`src/rtl/descontador_n_pkg.sv`:
```
// Shared types and defaults for the contador library counters (contadorN, descontador_n).
package descontador_n_pkg;

  typedef enum logic [1:0] {
    ST_IDLE = 2'd0,
    ST_RUN  = 2'd1,
    ST_DONE = 2'd2
  } desc_state_t;

  localparam int unsigned CONTADOR_BITS_DEF    = 8;
  localparam int unsigned DESCONTADOR_BITS_DEF = 8;
  localparam int unsigned DESCONTADOR_PRESC_DEF = 4;

endpackage

```
`src/rtl/descontador_presc.sv`:
```
// Prescaler tick generator: pulses tick on every PRESC_DIV-th enabled falling edge of NEclk.
module descontador_presc #(
  parameter int unsigned PRESC_DIV = 4
) (
  input  logic NEclk,
  input  logic Reset,
  input  logic Clear,
  input  logic Enable,
  output logic tick
);

  localparam int unsigned PW = (PRESC_DIV > 1) ? $clog2(PRESC_DIV) : 1;

  logic [PW-1:0] presc;

  assign tick = Enable && (presc == PW'(PRESC_DIV - 1));

  always_ff @(negedge NEclk) begin
    if (Reset || Clear) begin
      presc <= '0;
    end else if (Enable) begin
      presc <= tick ? '0 : presc + 1'b1;
    end
  end

endmodule

```
`src/rtl/descontador_n.sv`:
```
// Loadable down-counter with registered terminal-count pulse and optional auto-reload.
// Define DESCONTADOR_PRESC_EN to step the count only every PRESC_DIV enabled edges.
module descontador_n
  import descontador_n_pkg::*;
#(
  parameter int unsigned BITS      = DESCONTADOR_BITS_DEF,
  parameter int unsigned PRESC_DIV = DESCONTADOR_PRESC_DEF
) (
  input  logic            NEclk,
  input  logic            Reset,
  input  logic            Enable,
  input  logic            Load,
  input  logic [BITS-1:0] LoadValue,
  input  logic            AutoReload,
  output logic [BITS-1:0] count,
  output logic            Zero,
  output logic            TC,
  output logic            Busy
);

  if (PRESC_DIV < 2) begin : g_div_check
    $error("descontador_n: PRESC_DIV must be >= 2");
  end

  desc_state_t     state, state_n;
  logic [BITS-1:0] reload, reload_n, count_n;
  logic            tc_n;
  logic            step;

`ifdef DESCONTADOR_PRESC_EN
  descontador_presc #(
    .PRESC_DIV (PRESC_DIV)
  ) u_presc (
    .NEclk  (NEclk),
    .Reset  (Reset),
    .Clear  (Load),
    .Enable (Enable),
    .tick   (step)
  );
`else
  assign step = Enable;
`endif

  always_ff @(negedge NEclk) begin
    if (Reset) begin
      state  <= ST_IDLE;
      count  <= '0;
      reload <= '0;
      TC     <= 1'b0;
      Busy   <= 1'b0;
    end else begin
      state  <= state_n;
      count  <= count_n;
      reload <= reload_n;
      TC     <= tc_n;
      Busy   <= (state_n == ST_RUN);
    end
  end

  // Load overrides any step, so a load on the terminal edge suppresses TC.
  always_comb begin
    state_n  = state;
    count_n  = count;
    reload_n = reload;
    tc_n     = 1'b0;
    if (Load) begin
      count_n  = LoadValue;
      reload_n = LoadValue;
      state_n  = (LoadValue != '0) ? ST_RUN : ST_DONE;
    end else begin
      unique case (state)
        ST_RUN: begin
          if (step) begin
            if (count > BITS'(1)) begin
              count_n = count - 1'b1;
            end else begin
              tc_n = 1'b1;
              if (AutoReload) begin
                count_n = reload;
              end else begin
                count_n = '0;
                state_n = ST_DONE;
              end
            end
          end
        end
        ST_IDLE, ST_DONE: ;
        default: state_n = ST_IDLE;
      endcase
    end
  end

  always_comb begin
    Zero = (count == '0);
  end

endmodule

```
`config.mk`:
```
export PLATFORM = sky130hd
export DESIGN_NAME = descontador_n
export DESIGN_NICKNAME = d
export VERILOG_FILES = /design/src/rtl/descontador_n_pkg.sv /design/src/rtl/descontador_presc.sv /design/src/rtl/descontador_n.sv
export SDC_FILE = /design/constraint.sdc
export NUM_CORES = 1
export LEC_CHECK = 0
export ABC_AREA = 1
export CORE_MARGIN = 10
export CORE_UTILIZATION = 50
export CTS_CLUSTER_SIZE = 20
export DETAILED_ROUTE_END_ITERATION = 8
export PLACE_DENSITY = 0.78
export SYNTH_ARGS = -nofsm -noshare
export SYNTH_HDL_FRONTEND = slang
export SYNTH_SLANG_ARGS = --single-unit
export TNS_END_PERCENT = 50
```
`constraint.sdc`:
```
create_clock -name NEclk -period 1.59 [get_ports NEclk]
set_input_delay 0.3975 -clock NEclk [delete_from_list [all_inputs] [get_ports NEclk]]
set_output_delay 0.3975 -clock NEclk [all_outputs]
set_load 0.02 [all_outputs]
```
; ---- Yosys cells after proc, flatten, opt, wreduce, memory -nomap -nowiden
; Index checks and enable logic that the tools add are counted.
[totals]
reg_bits = 20
wordCells = 32
inputBits = 13
output_inout_bits = 11
[op_classes]
n_reduce_logical = 8
n_eq_ne = 3
bitwise = 2
add_sub_neg = 1
mux = 12
order_cmp = 1
[ops]
columns = op, count
row1 = $mux 8, 5
row2 = $mux 2, 5
row3 = $gt 8x1->1 const B, 1
row4 = $logic_not 8->1, 1
row5 = $reduce_bool 8->1, 1
row6 = $sub 8x1->8 const B, 1
row7 = $eq 2x1->1 const B, 2
row8 = $pmux 2 s2, 1
row9 = $reduce_bool 2->1, 2
row10 = $reduce_or 4->1, 1
row11 = $eq 2x2->1 const B, 1
row12 = $logic_not 2->1, 1
row13 = $not 1->1, 2
row14 = $reduce_and 2->1, 1
row15 = $reduce_or 2->1, 1
row16 = $mux 1, 1

; ---- Longest topological paths before layout
; Gate-level depths: netlist of run 1.
[depth]
ltp_word = 6
ltp_mapped = 9
mapped_depth_nobuf = 9

==> results of run 1 <==
flip-flops by register name (all words and copies together) (netlist names):
register	cells
Busy	1
TC	1
state	2
count	8
reload	8
per-stage QoR:
| step | total power, uW | area, sq um | cells | util [%] |
|---|---|---|---|---|
| 3_3_place_gp | 1190 | 1740 | 247 | 78.7 |
| 5_1_grt | 1970 | 2080 | 287 | 94.1 |
| 4_1_cts | 1690 | 2030 | 283 | 91.6 |
| 2_1_floorplan | 970 | 1320 | 173 | - |
| 3_5_place_dp | 1200 | 1740 | 247 | 78.7 |
| 6_report | 1890 | 2080 | 287 | 94.1 |
cells in the final DEF, fill, tap and decap left out, types with 3 or more instances in the layout:
cell type	instances
a21oi_1	4
a21oi_2	8
buf_12	3
buf_4	32
buf_6	22
clkbuf_2	6
clkbuf_4	3
dfxtp_1	10
dfxtp_2	7
dfxtp_4	3
inv_1	36
inv_4	4
nand2_1	33
nand2_2	5
nand2_4	5
nand3_1	18
nand4_1	3
nor2_1	13
nor2_2	3
nor2_4	6
o21ai_1	6
o21ai_2	4
final cells by class:
cell class	count	area, sq um
multi-input cells	125	800
clock inverters	21	81.3
flip-flops and latches	20	420
well taps	28	35.0
fillers	74	130
clock buffers	3	22.5
repair buffers	69	629
inverters	21	93.8
power by group:
group          switching, uW  leakage (uW)  internal [uW]
combinational            437      0.000766            330
clock                    383      0.000125            164
sequential              35.9      0.000169            541
total                    856       0.00106           1030
cells by family after synthesis:
| family | after synthesis | synth area share (%) |
|---|---|---|
| compound gates | 29 | 14.4 |
| xor+xnor | 1 | 0.748 |
| fa+ha+maj | 3 | 3.21 |
| buf+inv | 28 | 10.6 |
| flops | 20 | 34.2 |
| simple gates | 92 | 36.9 |
layer usage:
layer	track usage [%]	vias up
met5	0	-
met1	22.6	813
met3	8.32	78
met2	41.6	213
met4	23.6	0
li1	-	733
path summary, 6_finish.rpt:
path,start,end,cells after the start
min reg2reg,reload[4],reload[4],2
max,count[5],Zero,4
max reg2reg,count[2],count[5],13
min,reload[4],reload[4],2
worst min-delay path, cell delays in order (launching register included):
cell and delay, ns:
dfxtp_1 0.32, nand2_1 0.07, a21oi_1 0.05
what timing repair did:
item | in CTS | in global routing
cloned | 0 | 0
gates resized for setup | 113 | 25
setup buffers | 13 | 5
pin swaps | 12 | 11
endpoints found under the setup margin | 31 | 25
==> results.cfg, run 1 <==
[detailed_routing]
post_drt_via_cell_ratio = 6.40
routed-wl-met2_mm = 2.83
topmost_layer_with_routed_signal_wires = met4
routedWlPerCell_microns = 22.5
finalWirelength_mm = 6.45
drt-met1-wl_mm = 2.07
ant_nets = 0
detail_route.drc_violations = 0
dr_total_vias = 1837
drtPass1Iterations = 5
detailedRoute.firstIterationViolations = 274
routed-wl-met3_microns = 869

[synthesis]
synthesis.area_sq_um = 1170
synth_most_common_cell = nand2_1
ys_async_sr_fraction_pct = 0
ys_top_cells_by_area = dfxtp_1, nand2_1, nand3_1
seq_area_frac_synth_pct = 34.2
yosys.area.top_type = dfxtp_1
synth_largest_type_area_fraction_pct = 34.2
average_cell_area_after_synthesis_sq_um = 6.77
synth.lib_cells_used.distinct = 31
synth_nets = 189
post_synth_inst_count = 173
yosysWarnings = 0
synthTopCellsByCount = nand2_1, dfxtp_1, inv_1
synth_register_bits = 20
edff_count_synth = 0
synth_top_flop_cell = dfxtp_1

[power_and_ir_drop]
ir_drop_v = 0.00101
power_density_nw_per_um2 = 908
power.static_leakage_uw = 0.00106

[clocking]
worst_skew_pair.late_latency_ns = 0.44
cts_inserted_buffers = 3
htree_levels = 1
clk_root_buffer_cell = clkbuf_4
cts_sinks = 20
cts_buffer_depth = 2
post_cts_hold_buffer_count = 0
path_clk_slew_ns = 0.07
tritoncts = built

[place]
dp.final_hpwl_mm = 2.81
gp_congestion = 0.864
portBuffers = 23
pre_cts_ws_ns = -0.908

[timing]
fin_setup_tns_ns = -8.59
finalSetupViolations = 24
worst_slew_pin_slew_ns = 0.329
final.hold.worst_slack_ns = 0.488
hold_viol_final = 0
grt_setup_unrepaired = true
timing.final.max_slew_violations = 0
timing.slew.headroom_pct = 78.0
fin_worst_skew_ns = 0.0516
fin_ws_ns = -0.857

[critical_path]
critPathLaunchType = flop
critical_path.cell_chain = nor2_4 > nand2_4 > nor2_4 > buf_6
critPathArrivalTime_ns = 2.05
timing.setup.critical_path_class = flop to primary output
ff2ff_setup_slack_ns = -0.31
cp_slowest_cell = dfxtp_4
slowest_delay_ns = 0.36
worst-path-buf-inv = 1
worstSetupEndpointType = primary output
crit_top_cell = nor2_4
worst-endpoint-required_ns = 1.19
worst_path_dominant_cell_family = flip-flops
cp_max_fo = 2

[grt]
grt_first_pass_wirelength_mm = 8.69
antenna_found_initial = 0
first_global_vias = 1808
pin_count_of_the_biggest_net_entering_global_routing = 13
grtUsageTotal_pct = 24.6
grt_remaining_overflow = 0

[min_path]
hold_class = flop to flop

[final_layout]
nNetsFinal = 276
antennaDiodeCount = 0
layout-drive-gt1-share_pct = 47.5
synthToLayoutAreaGrowth_pct = 77.8

[floorplanning]
fp.dieArea_sq_um = 4680
core_area_sq_um = 2210
die_h_microns = 68.4
chipWidth_microns = 68.4
effective_utilization_at_floorplan_pct = 52.9
io-pin-count = 24
fp-row-count = 17

[status]
failed_checks = negative setup slack
result_of_the_run = complete, but fails checks

[job]
cap_viol_max_count = 0
Power figures use the tool's default switching activity.
==> inputs of run 2 (changes only) <==
- SYNTH_HIERARCHICAL: default -> 1
==> results of run 2 <==
No change in the layout: final DEF, timing and power equal those of run 1.
Main changes from that run: Yosys warning count 0 -> 6
==> inputs of run 3 (changes only) <==
- SETUP_SLACK_MARGIN: default -> 0.5
==> results.cfg, run 3 <==
[synthesis]
synth.lib_cells_used.distinct = 31
synthTopCellsByCount = nand2_1, dfxtp_1, inv_1
synth_most_common_cell = nand2_1
average_cell_area_after_synthesis_sq_um = 6.77
ys_async_sr_fraction_pct = 0
yosys.area.top_type = dfxtp_1
ys_top_cells_by_area = dfxtp_1, nand2_1, nand3_1
synthesis.area_sq_um = 1170
yosysWarnings = 6
synth_largest_type_area_fraction_pct = 34.2
post_synth_inst_count = 173
synth_register_bits = 20
seq_area_frac_synth_pct = 34.2
synth_nets = 189
edff_count_synth = 0
synth_top_flop_cell = dfxtp_1

[place]
dp.final_hpwl_mm = 2.81
placed_cells = 247
portBuffers = 23
gp_congestion = 0.864

[clocking]
post_cts_hold_buffer_count = 0
clk_root_buffer_cell = clkbuf_4
cts_sinks = 20
cts_inserted_buffers = 3
htree_levels = 1
cts_buffer_depth = 2

[status]
error = [ERROR DPL-0038] Utilization greater than 100%, impossible to legalize
result_of_the_run = did not finish
last-stage-reached = global routing (5_1_grt)

[floorplanning]
effective_utilization_at_floorplan_pct = 52.9
io-pin-count = 24
die_h_microns = 68.4
fp-row-count = 17
chipWidth_microns = 68.4

[timing]
worstEpCategory = top-level output
crit_endpoint = Zero

[grt]
pin_count_of_the_biggest_net_entering_global_routing = 13
==> run 3: cell counts after synthesis <==
Identical to the previous run, type by type.
==> run 3: through the flow <==
stage	hold slack, ns	instance area (sq um)	TNS, ns	worst slack, ns
detailed placement	0.462	1740	-23.17	-0.908
CTS	0.466	2110	-6.74	-0.770
global placement	0.446	1740	-22.66	-0.879
floorplan	0.435	1320	-3.77	-0.373
==> run 3: repair_timing <==
action | 4_1_cts
endpoints found under the setup margin | 31
pin swaps | 19
buffers inserted | 14
resized for setup | 148
==> run 3: logic make-up after synthesis <==
| logic type | count (synthesis) | share of synthesized area (%) |
|---|---|---|
| AOI/OAI and AO/OA | 29 | 14.4 |
| buffers and inverters | 28 | 10.6 |
| DFF | 20 | 34.2 |
| adders and majority gates | 3 | 3.21 |
| and+or+nand+nor | 92 | 36.9 |
| xor gates and xnor gates | 1 | 0.748 |
==> inputs of run 4 (changes only) <==
- CORE_AREA: default -> 10 10 71 73
- CORE_MARGIN: 10 -> default
- CORE_UTILIZATION: 50 -> default
- CTS_CLUSTER_SIZE: 20 -> default
- DIE_AREA: default -> 0 0 81 83
- PLACE_DENSITY: 0.78 -> default
- PLACE_DENSITY_LB_ADDON: default -> 0.15
- SETUP_SLACK_MARGIN: 0.5 -> default
==> results.cfg, run 4 <==
[final_layout]
synthToLayoutAreaGrowth_pct = 82.5
finish.instance_area_sq_um = 2140
nNetsFinal = 276
most_common_library_cell_in_the_layout_ignoring_fill_and_taps = inv_1
antennaDiodeCount = 0
final_cell_count_no_fill = 307
final_cell_mix = inv_1, nand2_1, buf_4
largest_registers = count: 8 flops, reload: 8 flops, state: 2 flops
layout-drive-gt1-share_pct = 46.7

[floorplanning]
io-pin-count = 24
fp-row-count = 22
fp.dieArea_sq_um = 6720
die_h_microns = 83
effective_utilization_at_floorplan_pct = 32.2
core_area_sq_um = 3630
chipWidth_microns = 81

[synthesis]
seq_area_frac_synth_pct = 34.2
synth.lib_cells_used.distinct = 31
ys_async_sr_fraction_pct = 0
synth_most_common_cell = nand2_1
yosys.area.top_type = dfxtp_1
synth_largest_type_area_fraction_pct = 34.2
synthTopCellsByCount = nand2_1, dfxtp_1, inv_1
post_synth_inst_count = 173
synthesis.area_sq_um = 1170
yosysWarnings = 6
average_cell_area_after_synthesis_sq_um = 6.77
synth_top_flop_cell = dfxtp_1
ys_top_cells_by_area = dfxtp_1, nand2_1, nand3_1
synth_register_bits = 20
synth_nets = 189
edff_count_synth = 0

[grt]
pin_count_of_the_biggest_net_entering_global_routing = 12
grtUsageTotal_pct = 11.8
grt_remaining_overflow = 0
first_global_vias = 1540
grt_first_pass_wirelength_mm = 6.59
antenna_found_initial = 0

[detailed_routing]
detail_route.drc_violations = 0
routedWlPerCell_microns = 12.4
ant_nets = 0
detailedRoute.firstIterationViolations = 45
post_drt_via_cell_ratio = 4.66
finalWirelength_mm = 3.82
drtPass1Iterations = 4
dr_total_vias = 1432

[place]
gp_congestion = 0.849
placed_cells = 272
placed_area_sq_um = 1790
portBuffers = 23
dp.final_hpwl_mm = 2.84

[clocking]
path_clk_slew_ns = 0.03
post_cts_hold_buffer_count = 0
htree_levels = 1
tritoncts = built
clk_root_buffer_cell = clkbuf_8
cts_buffer_depth = 2
cts_sinks = 20
cts_inserted_buffers = 3
worst_skew_pair.late_latency_ns = 0.34

[timing]
worst_slew_pin_slew_ns = 0.294
finalSetupViolations = 16
hold_viol_final = 0
fin_ws_ns = -0.704
grt_setup_unrepaired = true
timing.final.max_slew_violations = 0
timing.slew.headroom_pct = 80.3
fin_worst_skew_ns = 0.00962

[critical_path]
timing.setup.critical_path_class = flop to primary output
cp_max_fo = 2
critPathArrivalTime_ns = 1.90
worst-endpoint-required_ns = 1.19
critical_path.cell_chain = inv_4 > ha_4 > nand2_4 > nor2_4 > buf_6
slowest_delay_ns = 0.34
critPathLaunchType = flop
cp_slowest_cell = dfxtp_4
worstSetupEndpointType = primary output

[power_and_ir_drop]
ir_drop_v = 0.000396
power.static_leakage_uw = 0.00108
power_density_nw_per_um2 = 832
tot_pwr_uw = 1780

[min_path]
hold_class = flop to flop

[status]
failed_checks = negative setup slack
result_of_the_run = complete, but fails checks

[job]
cap_viol_max_count = 0
-- run 4: worst paths after layout --
| kind | slack (ns) | from | to | cells after the start |
|---|---|---|---|---|
| hold / removal | 0.47 | reload[3] | reload[3] | 2 |
| setup / recovery | -0.70 | count[0] | Zero | 5 |
| hold reg to reg | 0.47 | reload[3] | reload[3] | 2 |
| setup reg to reg | 0.01 | count[0] | count[2] | 10 |
-- run 4: kinds of logic (layout without fill, tap and decap cells) --
| group | Yosys count | in the layout | synth area share (%) |
|---|---|---|---|
| AOI/OAI and AO/OA | 29 | 29 | 14.4 |
| xor gates and xnor gates | 1 | 1 | 0.748 |
| DFF | 20 | 20 | 34.2 |
| adders and majority gates | 3 | 3 | 3.21 |
| and+or+nand+nor | 92 | 92 | 36.9 |
| buffers and inverters | 28 | 114 | 10.6 |
-- run 4: where the power goes --
group	internal, uW	switching, uW	total, uW
combinational	327	337	664
clock	239	303	543
sequential	544	26.3	570
-- run 4: layer usage --
metal  GRT usage [%]  share of wire [%]  up-vias
met5               0                  0        -
met4            6.73                2.3        0
met3            4.63                5.8        8
met2            19.2                 51       27
met1            12.6                 41      662
li1                -                  -      735
-- run 4: what timing repair did --
item	in CTS	in global routing
setup endpoints to repair	31	23
gates resized for setup	126	12
buffers inserted	8	5
pin swaps	12	5
-- run 4: worst max-delay path: cells and delay by family, from the launching register on --
family,cells,cell delay [ns]
simple gates,2,0.12
buf+inv,2,0.18
fa+ha+maj,1,0.14
flops,1,0.34
-- run 4: area by class of cell --
| class | count | area, sq um |
|---|---|---|
| Sequential cell | 20 | 420 |
| Timing Repair Buffer | 69 | 631 |
| Inverter | 21 | 93.8 |
| Multi-Input combinational cell | 125 | 811 |
| Fill cell | 358 | 1500 |
| Clock buffer | 3 | 41.3 |
| Clock inverter | 21 | 80.1 |
| Tap cell | 48 | 60.1 |
-- run 4: stage by stage --
step                      util [%]  hold WS, ns  worst slack (ns)  setup TNS (ns)
after floorplan                  -        0.435            -0.373           -3.77
after global placement        49.3        0.447            -0.856          -22.48
after detailed placement      49.3        0.459            -0.879          -22.79
after CTS                     57.2        0.464            -0.722           -6.37
after global routing          58.8        0.492            -0.753           -7.09
final                         58.8        0.467            -0.704           -6.19
